File: src/rtl/vga_sync_monitor_if.sv
// VGA pin bundle tapped by the sync monitor.
// Carries the pixel-rate enable together with the sync and colour pins so
// that a generator (master) and the monitor (slave) share one connection.
//   pixel_en   : one-clk pixel-rate strobe
//   vga_h_sync : horizontal sync pin (polarity set by the monitor parameter)
//   vga_v_sync : vertical sync pin
//   vga_r/g/b  : 1-bit colour pins
interface vga_sync_monitor_if;
    logic pixel_en;
    logic vga_h_sync;
    logic vga_v_sync;
    logic vga_r;
    logic vga_g;
    logic vga_b;

    modport master (
        output pixel_en, vga_h_sync, vga_v_sync, vga_r, vga_g, vga_b
    );

    modport slave (
        input  pixel_en, vga_h_sync, vga_v_sync, vga_r, vga_g, vga_b
    );
endinterface

File: src/rtl/vga_sync_monitor.sv
// VGA receive-side sync monitor.
// Samples the VGA pins at pixel rate, recovers pixel coordinates, checks line
// and frame lengths, tracks lock (SEARCH -> ALIGN -> LOCKED) and reports the
// number of lit red/green/blue pixels of each complete locked frame.
// Ports:
//   clk         : system clock
//   reset       : asynchronous active-low reset
//   vga         : VGA pin bundle (slave modport), incl. pixel_en
//   RxX, RxY    : recovered visible coordinate, 0 outside visible area
//   rx_visible  : registered sample was visible while LOCKED
//   locked      : monitor is in LOCKED
//   timing_err  : sticky error seen while LOCKED
//   frame_done  : one-clk pulse after a frame's counts are latched
//   *_count     : lit pixels of the last complete locked frame
module vga_sync_monitor #(
    parameter int H_TOTAL         = 800,
    parameter int V_TOTAL         = 525,
    parameter int H_VIS_START     = 144,
    parameter int H_VIS           = 640,
    parameter int V_VIS_START     = 35,
    parameter int V_VIS           = 480,
    parameter int SYNC_ACTIVE_LOW = 1
) (
    input  logic                clk,
    input  logic                reset,
    vga_sync_monitor_if.slave   vga,
    output logic [9:0]          RxX,
    output logic [9:0]          RxY,
    output logic                rx_visible,
    output logic                locked,
    output logic                timing_err,
    output logic                frame_done,
    output logic [18:0]         red_count,
    output logic [18:0]         green_count,
    output logic [18:0]         blue_count
);
    localparam logic        SYNC_POL = (SYNC_ACTIVE_LOW != 0);
    localparam logic [10:0] H_TOT_L  = 11'(H_TOTAL);
    localparam logic [10:0] V_TOT_L  = 11'(V_TOTAL);
    localparam logic [10:0] H_VS_L   = 11'(H_VIS_START);
    localparam logic [10:0] H_VE_L   = 11'(H_VIS_START + H_VIS);
    localparam logic [10:0] V_VS_L   = 11'(V_VIS_START);
    localparam logic [10:0] V_VE_L   = 11'(V_VIS_START + V_VIS);
    localparam logic [9:0]  CNT_MAX  = 10'h3FF;
    localparam logic [18:0] ACC_MAX  = 19'h7FFFF;

    typedef enum logic [1:0] {SEARCH, ALIGN, LOCKED} state_t;

    state_t      state, next_state;
    logic [9:0]  hcnt, vcnt, hpos, vpos;
    logic        hs, vs, hs_d, vs_d, hs_rise, vs_rise;
    logic        vs_pend, sof, align_bad;
    logic        vis, line_err, frame_err, latch;
    logic [18:0] red_acc, green_acc, blue_acc;

    // hs/vs are 1 while a pulse is asserted, whatever the pin polarity.
    assign hs      = vga.vga_h_sync ^ SYNC_POL;
    assign vs      = vga.vga_v_sync ^ SYNC_POL;
    assign hs_rise = vga.pixel_en & hs & ~hs_d;
    assign vs_rise = vga.pixel_en & vs & ~vs_d;

    // A vsync start of frame is the first hsync edge at or after the vsync
    // edge, so the frame always begins at the start of a line.
    assign sof = hs_rise & (vs_rise | vs_pend);

    // hcnt/vcnt hold the position of the previous sample; hpos/vpos are the
    // position of the sample being taken now (the hsync edge sample is x=0).
    assign hpos = hs_rise ? 10'd0 : ((hcnt == CNT_MAX) ? CNT_MAX : hcnt + 10'd1);
    assign vpos = sof ? 10'd0 :
                  (hs_rise ? ((vcnt == CNT_MAX) ? CNT_MAX : vcnt + 10'd1) : vcnt);

    assign vis = ({1'b0, hpos} >= H_VS_L) && ({1'b0, hpos} < H_VE_L) &&
                 ({1'b0, vpos} >= V_VS_L) && ({1'b0, vpos} < V_VE_L);

    // A line closes on an hsync edge; running into saturation without an
    // edge is also a line-length error.
    assign line_err  = vga.pixel_en &
                       (hs_rise ? (({1'b0, hcnt} + 11'd1) != H_TOT_L) : (hcnt == CNT_MAX));
    assign frame_err = sof & (({1'b0, vcnt} + 11'd1) != V_TOT_L);

    assign locked = (state == LOCKED);

    // Lock state register.
    always_ff @(posedge clk or negedge reset) begin
        if (!reset) state <= SEARCH;
        else        state <= next_state;
    end

    // Lock transitions; latch marks a clean start of frame while LOCKED.
    always_comb begin
        next_state = state;
        latch      = 1'b0;
        case (state)
            SEARCH: if (sof) next_state = ALIGN;
            ALIGN:  if (sof && !align_bad && !line_err && !frame_err) next_state = LOCKED;
            LOCKED: begin
                if (line_err || frame_err) next_state = SEARCH;
                else if (sof)              latch = 1'b1;
            end
            default: next_state = SEARCH;
        endcase
    end

    // Sync history, position counters and the ALIGN-frame error flag.
    always_ff @(posedge clk or negedge reset) begin
        if (!reset) begin
            hs_d      <= 1'b0;
            vs_d      <= 1'b0;
            hcnt      <= 10'd0;
            vcnt      <= 10'd0;
            vs_pend   <= 1'b0;
            align_bad <= 1'b0;
        end else if (vga.pixel_en) begin
            hs_d <= hs;
            vs_d <= vs;
            hcnt <= hpos;
            vcnt <= vpos;
            if (sof)          vs_pend <= 1'b0;
            else if (vs_rise) vs_pend <= 1'b1;
            if (sof)                              align_bad <= 1'b0;
            else if (state == ALIGN && line_err)  align_bad <= 1'b1;
        end
    end

    // Coordinate outputs, sticky error and per-frame count latch.
    always_ff @(posedge clk or negedge reset) begin
        if (!reset) begin
            RxX         <= 10'd0;
            RxY         <= 10'd0;
            rx_visible  <= 1'b0;
            timing_err  <= 1'b0;
            frame_done  <= 1'b0;
            red_count   <= 19'd0;
            green_count <= 19'd0;
            blue_count  <= 19'd0;
        end else begin
            frame_done <= latch;
            if (locked && (line_err || frame_err)) timing_err <= 1'b1;
            if (vga.pixel_en) begin
                rx_visible <= vis && locked;
                RxX        <= (vis && locked) ? hpos - H_VS_L[9:0] : 10'd0;
                RxY        <= (vis && locked) ? vpos - V_VS_L[9:0] : 10'd0;
            end
            if (latch) begin
                red_count   <= red_acc;
                green_count <= green_acc;
                blue_count  <= blue_acc;
            end
        end
    end

    // Lit-pixel accumulators; every start of frame clears them, after the
    // latch above has taken their value when the frame was clean.
    always_ff @(posedge clk or negedge reset) begin
        if (!reset) begin
            red_acc   <= 19'd0;
            green_acc <= 19'd0;
            blue_acc  <= 19'd0;
        end else if (vga.pixel_en) begin
            if (sof) begin
                red_acc   <= 19'd0;
                green_acc <= 19'd0;
                blue_acc  <= 19'd0;
            end else if (vis && locked) begin
                if (vga.vga_r && red_acc   != ACC_MAX) red_acc   <= red_acc   + 19'd1;
                if (vga.vga_g && green_acc != ACC_MAX) green_acc <= green_acc + 19'd1;
                if (vga.vga_b && blue_acc  != ACC_MAX) blue_acc  <= blue_acc  + 19'd1;
            end
        end
    end
endmodule

File: src/flat_wrapper.sv
// flat-port wrapper written by rule: the top's interface ports become plain ports
module vga_sync_monitor_flat 
#(
    parameter int H_TOTAL         = 800,
    parameter int V_TOTAL         = 525,
    parameter int H_VIS_START     = 144,
    parameter int H_VIS           = 640,
    parameter int V_VIS_START     = 35,
    parameter int V_VIS           = 480,
    parameter int SYNC_ACTIVE_LOW = 1
)
  (clk, reset, RxX, RxY, rx_visible, locked, timing_err, frame_done, red_count, green_count, blue_count, vga_pixel_en, vga_vga_h_sync, vga_vga_v_sync, vga_vga_r, vga_vga_g, vga_vga_b);
  vga_sync_monitor_if vga_i ();
  input  logic clk;
  input  logic reset;
  output logic [9:0] RxX;
  output logic [9:0] RxY;
  output logic rx_visible;
  output logic locked;
  output logic timing_err;
  output logic frame_done;
  output logic [18:0] red_count;
  output logic [18:0] green_count;
  output logic [18:0] blue_count;
  input wire logic [$bits(vga_i.pixel_en)-1:0] vga_pixel_en;
  input wire logic [$bits(vga_i.vga_h_sync)-1:0] vga_vga_h_sync;
  input wire logic [$bits(vga_i.vga_v_sync)-1:0] vga_vga_v_sync;
  input wire logic [$bits(vga_i.vga_r)-1:0] vga_vga_r;
  input wire logic [$bits(vga_i.vga_g)-1:0] vga_vga_g;
  input wire logic [$bits(vga_i.vga_b)-1:0] vga_vga_b;
  assign vga_i.pixel_en = vga_pixel_en;
  assign vga_i.vga_h_sync = vga_vga_h_sync;
  assign vga_i.vga_v_sync = vga_vga_v_sync;
  assign vga_i.vga_r = vga_vga_r;
  assign vga_i.vga_g = vga_vga_g;
  assign vga_i.vga_b = vga_vga_b;
  vga_sync_monitor #(.H_TOTAL(H_TOTAL), .V_TOTAL(V_TOTAL), .H_VIS_START(H_VIS_START), .H_VIS(H_VIS), .V_VIS_START(V_VIS_START), .V_VIS(V_VIS), .SYNC_ACTIVE_LOW(SYNC_ACTIVE_LOW)) u_core (.clk(clk), .reset(reset), .vga(vga_i), .RxX(RxX), .RxY(RxY), .rx_visible(rx_visible), .locked(locked), .timing_err(timing_err), .frame_done(frame_done), .red_count(red_count), .green_count(green_count), .blue_count(blue_count));
endmodule
File: config.mk
export PLATFORM = sky130hd
export DESIGN_NAME = vga_sync_monitor_flat
export DESIGN_NICKNAME = d
export VERILOG_FILES = /design/src/rtl/vga_sync_monitor_if.sv /design/src/rtl/vga_sync_monitor.sv /design/src/flat_wrapper.sv
export SDC_FILE = /design/constraint.sdc
export NUM_CORES = 1
export LEC_CHECK = 0
export BUFFER_PORTS_ARGS = -buffer_cell sky130_fd_sc_hd__buf_2
export CAP_MARGIN = 20
export CORE_MARGIN = 2
export CORE_UTILIZATION = 45
export CTS_CLUSTER_DIAMETER = 40
export CTS_CLUSTER_SIZE = 25
export DETAILED_ROUTE_END_ITERATION = 16
export GPL_TIMING_DRIVEN = 0
export SYNTH_ARGS = -nofsm -noshare
export SYNTH_HDL_FRONTEND = slang
export SYNTH_SLANG_ARGS = --single-unit
File: constraint.sdc
create_clock -name clk -period 5.08 [get_ports clk]
set_input_delay 1.016 -clock clk [delete_from_list [all_inputs] [get_ports clk]]
set_output_delay 1.016 -clock clk [all_outputs]
set_load 0.05 [all_outputs]
==> results.toml, run 1 <==
[synth]
syn_nets = 807
synth-edff-count = 0
ys_ff_latch = 163
synth.distinct_cells = 68
synth_top_area_share_pct = 50.0
post_synth.cell_area_avg_sq_um = 10.3
synth.area.top_cells = "dfrtp_1, mux2_2, a21oi_1"
yosysSeqAreaShare_pct = 50.0
async_flop_share_pct = 100
yosys_warnings = 0
synthFlopType = "dfrtp_1"
yosysTopAreaCell = "dfrtp_1"
syn_area_sq_um = 8160
synthCells = 790

[timing]
max_freq_mhz = 218
fin_hold_ws_ns = 0.481
setup_total_negative_slack_ns = 0
slew_headroom_pct = 28.9
slew_violations = 0
rsz0062_at_grt = "false"
final_hold_viol_count = 0
tightest_slew_ns = 1.04
finalSetupViolations = 0
period_share_pct = 90.3
finalCriticalPeriod_ns = 4.59
fin_worst_skew_ns = 0.0155

[pwr]
power_leakage_nw = 4.48
p_total_w = 0.00319
ir_drop_v = 0.000225
p_per_area_nw_per_um2 = 334

[drt]
via_per_inst = 5.80
antenna_left = 0
drc = 0
vias = 6607
wl_mm = 20.0
drtIter0Drc = 541
dr.pass1.iters = 5
wl_per_cell_um = 17.6

[floorplanning]
core-area_sq_um = 17900
start_util_pct = 45.6
row_count = 49
die_w_um = 139
die_area_sq_um = 19200
io_pins = 89
die_y_um = 139

[clock_tree]
clkSinkCount = 163
root_buffer = "clkbuf_16"
holdBufCountCts = 0
numCtsBuffers = 17
cts.path.max_buffers = 2
clk_latency_ns = 0.42
cts_max_level = 4
cts_resized = 0
cts_setup_buffers = 0
path_clk_slew_ns = 0.07
cts_tree = "done"

[layout]
final_cell_mix = "dfrtp_1, buf_2, mux2_2"
antenna_cells = 0
fin_nets = 915
drive_gt1_share_pct = 23.8
layout_commonest_cell = "dfrtp_1"
layoutNonFillerInstCount = 1140
fill_cells = 1631
area_delta_synth_final_pct = 17.0
finalInstanceArea_sq_um = 9550

[grt]
met2_usage_pct = 35.6
grt_usage_pct = 21.4
grt_pass1_vias = 6562
grt_start_max_net_pins = 110
overflow = 0
grt-busiest-layer = "met2"
grt_use_met3_pct = 4.39
use_met1_pct = 28.7
grt_antenna_before_repair = 0
grt_pass1_wl_mm = 33.8

[critical_path]
reg2reg_setup_slack_ns = 0.49
reg2reg_to = "u_core.blue_acc[16]"
critical_path_arrival_ns = 4.92
endpoint_kind = "flip-flop"
r2r-start = "u_core.hcnt[1]"
rr_worst_depth = 15
start_kind = "flip-flop"
worst-setup-path-type = "reg2reg"
crit_path_max_fanout = 10
required_ns = 5.41

[placed_design]
place.port_buffers = 88
dpl_cell_area_sq_um = 8930
gp_congestion = 0.895
dp_cells = 1108
post-dp-hpwl_mm = 14.2

[hold_path]
min_from = "u_core.blue_count[5]"
min_path_type = "reg2reg"
min_to = "u_core.blue_count[5]"
hold_depth = 1

[run_status]
outcome = "completed"

[job]
drv_cap = 0
-- logic make-up (layout without fill, tap and decap cells) --
family	count (synthesis)	in the layout	share of synthesized area, %
AND/OR/NAND/NOR	238	238	16.1
flip-flops	163	163	50.0
multiplexers	66	66	9.03
AO/OA/AOI/OAI	203	203	16.5
adder cells (fa/ha/maj)	9	9	1.38
buffers and inverters	92	213	4.92
XOR/XNOR	19	19	2.04
-- state kept, by name, summed over array words and instances (netlist names), 2 cells and up --
name	count
u_core.green_acc	19
u_core.RxX	10
u_core.blue_count	19
u_core.vcnt	10
u_core.state	2
u_core.hcnt	10
u_core.blue_acc	19
u_core.red_acc	19
u_core.red_count	19
u_core.green_count	19
u_core.RxY	10
-- worst max-delay path by stage --
stage                   startpoint              endpoint  slack [ns]  depth (start not counted)
global placement      vga_pixel_en    u_core.red_acc[18]        0.20                         15
detailed placement    vga_pixel_en  u_core.green_acc[13]        0.13                         14
global route        u_core.hcnt[1]   u_core.blue_acc[16]        0.13                         15
finish              u_core.hcnt[1]   u_core.blue_acc[16]        0.49                         15
floorplan           vga_vga_h_sync    u_core.red_acc[18]        1.26                         12
CTS                 u_core.hcnt[1]   u_core.blue_acc[16]        0.47                         15
-- worst max-delay path: stages, from the launching register on --
cell and delay (ns):
dfrtp_1 0.43, ha_1 0.17, buf_2 0.19, nand4_1 0.23
or3_1 0.46, a21oi_1 0.39, inv_1 0.09, ha_1 0.26
o31a_1 0.14, a2111oi_0 0.93, nor4_1 0.19, o21ai_2 0.19
buf_2 0.28, buf_2 0.24, o21ai_1 0.10, a21oi_1 0.19
-- cell type report --
class                   instances  area (sq um)  share of cell area [%]
inverters                      44           165                    1.73
plain buffers                  48           236                    2.48
multi-input cells             535          3680                    38.5
clock buffers                  21           450                    4.71
clock inverters                11           176                    1.85
flip-flops and latches        163          4080                    42.7
repair buffers                 89           478                    5.00
well taps                     229           287                    3.00
-- report_power, final --
group | switching (W) | internal, W | leakage, nW | total (W)
logic | 0.000273 | 0.000158 | 1.93 | 0.000431
registers | 0.0000488 | 0.00135 | 2.26 | 0.00140
clock network | 0.000526 | 0.000841 | 0.302 | 0.00137
total | 0.000847 | 0.00235 | 4.48 | 0.00319
-- cells in the mapped netlist (5+ instances only) --
cell      count
buf_2        17
and4_1        8
mux2_1       10
or4_1        10
a31oi_1       5
nor2_1       23
nand4_1       8
o21ai_1      11
o21a_1        5
xor2_1        9
nor4_1        5
nor2b_1       5
mux2i_1       5
o22ai_1      20
xnor2_1      10
inv_1        44
nand2_1      47
buf_4         9
o21ai_0      45
a21oi_1      50
ha_1          9
o31ai_1      12
o211ai_1     11
dfrtp_1     163
nand3_1      46
nor3_1       10
or3_1        36
and3_1       22
clkbuf_1     21
a41oi_1       5
mux2_2       51
-- metrics by stage --
stage               util [%]  setup WS (ns)
floorplan                  -           1.26
global placement        49.7          0.202
detailed placement      49.9          0.129
CTS                     53.4          0.465
global route            53.4          0.134
finish                  53.4          0.491
-- layer usage --
metal / wire [um] / vias to the layer above
li1: - / 3129
met3: 913 / 21
met2: 9840 / 186
met1: 9070 / 3271
met4: 209 / 0
met5: 0 / -
No activity file was read; power rests on OpenSTA's default activity.
==> run 2: changes to the inputs <==
- PLACE_DENSITY_LB_ADDON: not set -> 0.15
- clock period: 5.08 -> 3.7 ns (I/O delays scaled with it)
==> results.toml, run 2 (synthesis results as in run 1) <==
[critical_path]
crit_path_max_fanout = 10
start_kind = "flip-flop"
required_ns = 4.01
r2r-start = "u_core.hcnt[0]"
critical_path_arrival_ns = 3.82
rr_worst_depth = 16
crit_start = "u_core.hcnt[0]"
endpoint_kind = "flip-flop"
worst-setup-path-type = "reg2reg"
reg2reg_setup_slack_ns = 0.19
critPathCapture = "u_core.red_acc[18]"
reg2reg_to = "u_core.red_acc[18]"

[layout]
fin_nets = 924
area_delta_synth_final_pct = 19.5
antenna_cells = 0
fill_cells = 1620
layoutNonFillerInstCount = 1149
regArea_sq_um = 4080
drive_gt1_share_pct = 26.8
multi_input_area_sq_um = 3840
layout_commonest_cell = "dfrtp_1"
final_cell_mix = "dfrtp_1, buf_2, mux2_2"

[run_status]
outcome = "completed"

[clock_tree]
cts_max_level = 4
cts.path.max_buffers = 2
numCtsBuffers = 17
clk_latency_ns = 0.42
cts_tree = "done"
clkSinkCount = 163
path_clk_slew_ns = 0.06
root_buffer = "clkbuf_16"

[hold_path]
min_path_type = "in2async"

[floorplanning]
die_w_um = 139
row_count = 49
start_util_pct = 45.6
io_pins = 89
die_area_sq_um = 19200
core-area_sq_um = 17900
die_y_um = 139

[timing]
max_freq_mhz = 285
finalSetupViolations = 0
finalCriticalPeriod_ns = 3.51
setup_total_negative_slack_ns = 0
slew_violations = 0
final_hold_viol_count = 0
tightest_slew_ns = 0.691
slew_headroom_pct = 53.8
period_share_pct = 94.9
fin_worst_skew_ns = 0.00784
worst_slack_ns = 0.189

[drt]
wl_per_cell_um = 16.9
via_per_inst = 5.72
antenna_left = 0
drtIter0Drc = 563
dr.pass1.iters = 5
vias = 6568
wl_mm = 19.4
drc = 0

[pwr]
ir_drop_v = 0.000319
power_leakage_nw = 4.54
p_per_area_nw_per_um2 = 436

[grt]
grt_pass1_wl_mm = 32.8
grt_usage_pct = 20.7
grt_start_max_net_pins = 124
grt_pass1_vias = 6330
overflow = 0
grt_antenna_before_repair = 0

[placed_design]
post-dp-hpwl_mm = 13.5
place.port_buffers = 88
dp_cells = 1108
gp_congestion = 0.889
place_ws_ns = -0.845

[job]
drv_cap = 0
-- run 2: per-stage QoR --
stage	area [sq um]	total power (W)	util, %	hold WS (ns)
final	9760	0.00425	54.5	0.196
after global routing	9760	0.00445	54.5	0.212
after CTS	9610	0.00426	53.7	0.201
after detailed placement	8930	0.00252	49.9	0.462
after global placement	8890	0.00252	49.7	0.437
after floorplan	8160	0.00236	-	0.439
-- run 2: layout make-up --
cell class                 instances  share of cell area (%)
sequential                       163                    41.8
clock buffer                      23                    5.00
tap                              229                    2.94
timing repair buffer              98                    5.59
buffer                            48                    2.74
inverter                          44                    1.69
multi-input combinational        535                    39.4
clock inverter                     9                   0.808
-- run 2: critical path: stages (launching register included) --
cell and delay (ns):
dfrtp_2 0.40, ha_1 0.14, buf_2 0.18, nand4_1 0.16, or3_4 0.45, a21oi_4 0.21
inv_1 0.06, ha_1 0.24, o31a_1 0.16, a2111oi_4 0.34, buf_4 0.21, nor3_2 0.08
o211ai_4 0.17, buf_6 0.19, buf_4 0.18, nor3_1 0.06, o21a_1 0.17
-- run 2: worst min-delay path by stage --
stage,startpoint,endpoint,slack [ns],depth (start not counted)
final,reset,u_core.hcnt[2],0.20,1
after global routing,reset,u_core.hcnt[2],0.21,1
after detailed placement,u_core.timing_err,u_core.timing_err,0.46,1
after CTS,reset,u_core.RxX[2],0.20,1
after floorplan,reset,u_core.RxX[0],0.44,0
after global placement,u_core.timing_err,u_core.timing_err,0.44,1
-- run 2: repair_timing --
action | 4_1_cts | 5_1_grt
pin swaps | 4 | 10
hold buffers | 0 | 0
gates resized for setup | 15 | 30
endpoints found under the setup margin | 78 | 95
gates cloned | 0 | 0
setup buffers | 3 | 6
-- run 2: report_power, final --
group / switching [W] / internal (W)
Clock: 0.000701 / 0.000993
Combinational: 0.000397 / 0.000243
Sequential: 0.0000662 / 0.00185
Total: 0.00116 / 0.00309
-- run 2: per-layer routing --
layer | track usage (%) | wire length, um | vias up
li1 | - | - | 3156
met1 | 29.8 | 9200 | 3248
met2 | 32.8 | 9240 | 136
met3 | 3.59 | 665 | 28
met4 | 5.42 | 291 | 0
met5 | 0 | 0 | -
==> run 3: changes to the inputs <==
- ABC_CLOCK_PERIOD_IN_PS: not set -> 3700
- CORE_UTILIZATION: 45 -> 53
==> results.toml, run 3 (synthesis results as in run 1) <==
[run_status]
outcome = "completed"

[timing]
finalCriticalPeriod_ns = 3.58
final_hold_viol_count = 0
tightest_slew_ns = 0.740
slew_violations = 0
fin_worst_skew_ns = 0.0128
max_freq_mhz = 279
finalSetupViolations = 0
period_share_pct = 96.8
slew_headroom_pct = 50.6

[grt]
overflow = 0
grt_antenna_before_repair = 1
grt_pass1_vias = 6535
grt_start_max_net_pins = 102
grt_pass1_wl_mm = 33.4
grt_usage_pct = 25.8

[drt]
via_per_inst = 6.05
antenna_left = 0
vias = 6736
wl_mm = 20.4
dr.pass1.iters = 5
drtIter0Drc = 549
wl_per_cell_um = 18.3
drc = 0

[floorplanning]
start_util_pct = 53.9
row_count = 45
core-area_sq_um = 15100
io_pins = 89
die_y_um = 128
die_w_um = 128
die_area_sq_um = 16400

[pwr]
share_seq_of_total_power_pct = 43.2
pwr-share-clk_pct = 41.4
swShare_pct = 27.2
power_leakage_nw = 4.58
p_total_w = 0.00443
ir_drop_v = 0.000446
switchingPower_w = 0.00120
comb_power_share_pct = 15.4
p_per_area_nw_per_um2 = 452
p_int_w = 0.00323

[critical_path]
critical_path_arrival_ns = 3.85
slowest_stage = "o21ai_1"
cpMostUsedCell = "buf_2"
required_ns = 3.97
endpoint_kind = "flip-flop"
crit_path_max_fanout = 10
worst-setup-path-type = "in2reg"
start_kind = "input port"
crit_chain = "buf_2 -> or3b_1 -> clkbuf_1 -> clkbuf_2 -> nand2_1 -> o31ai_1 -> ha_2 -> o41ai_4 -> buf_4 -> a21oi_4 -> buf_12 -> o21ai_1 -> buf_2 -> o22ai_1"
max_stage_delay_ns = 0.43

[clock_tree]
cts_tree = "done"
cts_max_level = 4
path_clk_slew_ns = 0.06
root_buffer = "clkbuf_16"
cts.path.max_buffers = 2
clkSinkCount = 163
numCtsBuffers = 17
clk_latency_ns = 0.43

[layout]
area_delta_synth_final_pct = 20.0
fin_nets = 929
layout_commonest_cell = "dfrtp_1"
fill_cells = 1241
final_cell_mix = "dfrtp_1, buf_2, mux2_2"
post-route-util_pct = 64.7
drive_gt1_share_pct = 26.9

[hold_path]
min_path_type = "in2async"

[placed_design]
post-dp-hpwl_mm = 14.0
place.port_buffers = 88
gp_congestion = 0.878

[job]
drv_cap = 0
-- run 3: changes by cell type in the layout (fill, tap and decap cells not counted), moves of 2 or more --
cell | previous run | this run
buf_4 | 16 | 28
buf_6 | 4 | 2
o21ai_1 | 10 | 12
dfrtp_1 | 161 | 163
clkbuf_8 | 4 | 2
a31oi_2 | 0 | 2
buf_2 | 100 | 94
clkinv_2 | 5 | 1
bufinv_16 | 1 | 3
dfrtp_2 | 2 | 0
inv_6 | 0 | 2
clkbuf_4 | 2 | 4
-- run 3: critical path, delay by kind of cell --
family                     cells  cell delay (ns)
AOI/OAI and AO/OA              5             0.98
adders and majority gates      1             0.26
buffers and inverters          6             1.35
and+or+nand+nor                2             0.49
-- run 3: timing repair --
| item | in CTS | in global routing |
|---|---|---|
| hold buffers | 0 | 0 |
| endpoints found under the setup margin | 80 | 122 |
| buffers inserted | 4 | 11 |
| cloned | 0 | 1 |
| pin swaps | 6 | 9 |
| resized for setup | 20 | 29 |
-- run 3: cell type report --
cell class / count / area (sq um) / share of cell area (%)
diodes: 1 / 2.50 / 0.0255
plain buffers: 46 / 263 / 2.68
clock buffers: 22 / 464 / 4.74
clock inverters: 10 / 148 / 1.51
inverters: 44 / 165 / 1.69
multi-input cells: 536 / 3840 / 39.2
flip-flops and latches: 163 / 4080 / 41.6
well taps: 188 / 235 / 2.40
repair buffers: 104 / 599 / 6.12
-- run 3: layer usage --
| metal | global-route usage, % | vias to the layer above | routed length [um] |
|---|---|---|---|
| met2 | 40.9 | 200 | 9700 |
| met1 | 35.3 | 3332 | 9290 |
| met4 | 8.66 | 0 | 382 |
| met5 | 0 | - | 0 |
| met3 | 6.01 | 34 | 998 |
| li1 | - | 3170 | - |
-- run 3: stage by stage --
step	worst slack, ns	cell area (sq um)	setup TNS [ns]	std cells	hold slack, ns
floorplan	0.161	8160	0	790	0.439
global placement	-0.814	8840	-128.85	1066	0.455
detailed placement	-0.872	8870	-60.31	1067	0.471
CTS	0.0290	9620	0	1102	0.312
global route	-0.0207	9790	-0.0624	1113	0.330
finish	0.118	9790	0	1114	0.296
-- run 3: worst paths after layout --
path | startpoint | end | slack, ns | depth (start not counted)
max | vga_pixel_en | u_core.RxX[1] | 0.12 | 14
min | reset | u_core.blue_count[3] | 0.30 | 1
max reg2reg | u_core.hcnt[0] | u_core.blue_acc[15] | 0.15 | 16
min reg2reg | u_core.blue_count[7] | u_core.blue_count[7] | 0.48 | 1
max in group asynchronous | reset | u_core.green_acc[9] | 2.50 | 2
min in group clk | u_core.blue_count[7] | u_core.blue_count[7] | 0.48 | 1
-- run 3: power by group through the flow --
stage / Combinational [W] / Sequential [W] / Clock, W
floorplan: 0.000411 / 0.00195 / 0
global placement: 0.000571 / 0.00195 / 0
detailed placement: 0.000586 / 0.00195 / 0
CTS: 0.000621 / 0.00192 / 0.00186
global route: 0.000762 / 0.00192 / 0.00195
finish: 0.000681 / 0.00191 / 0.00183
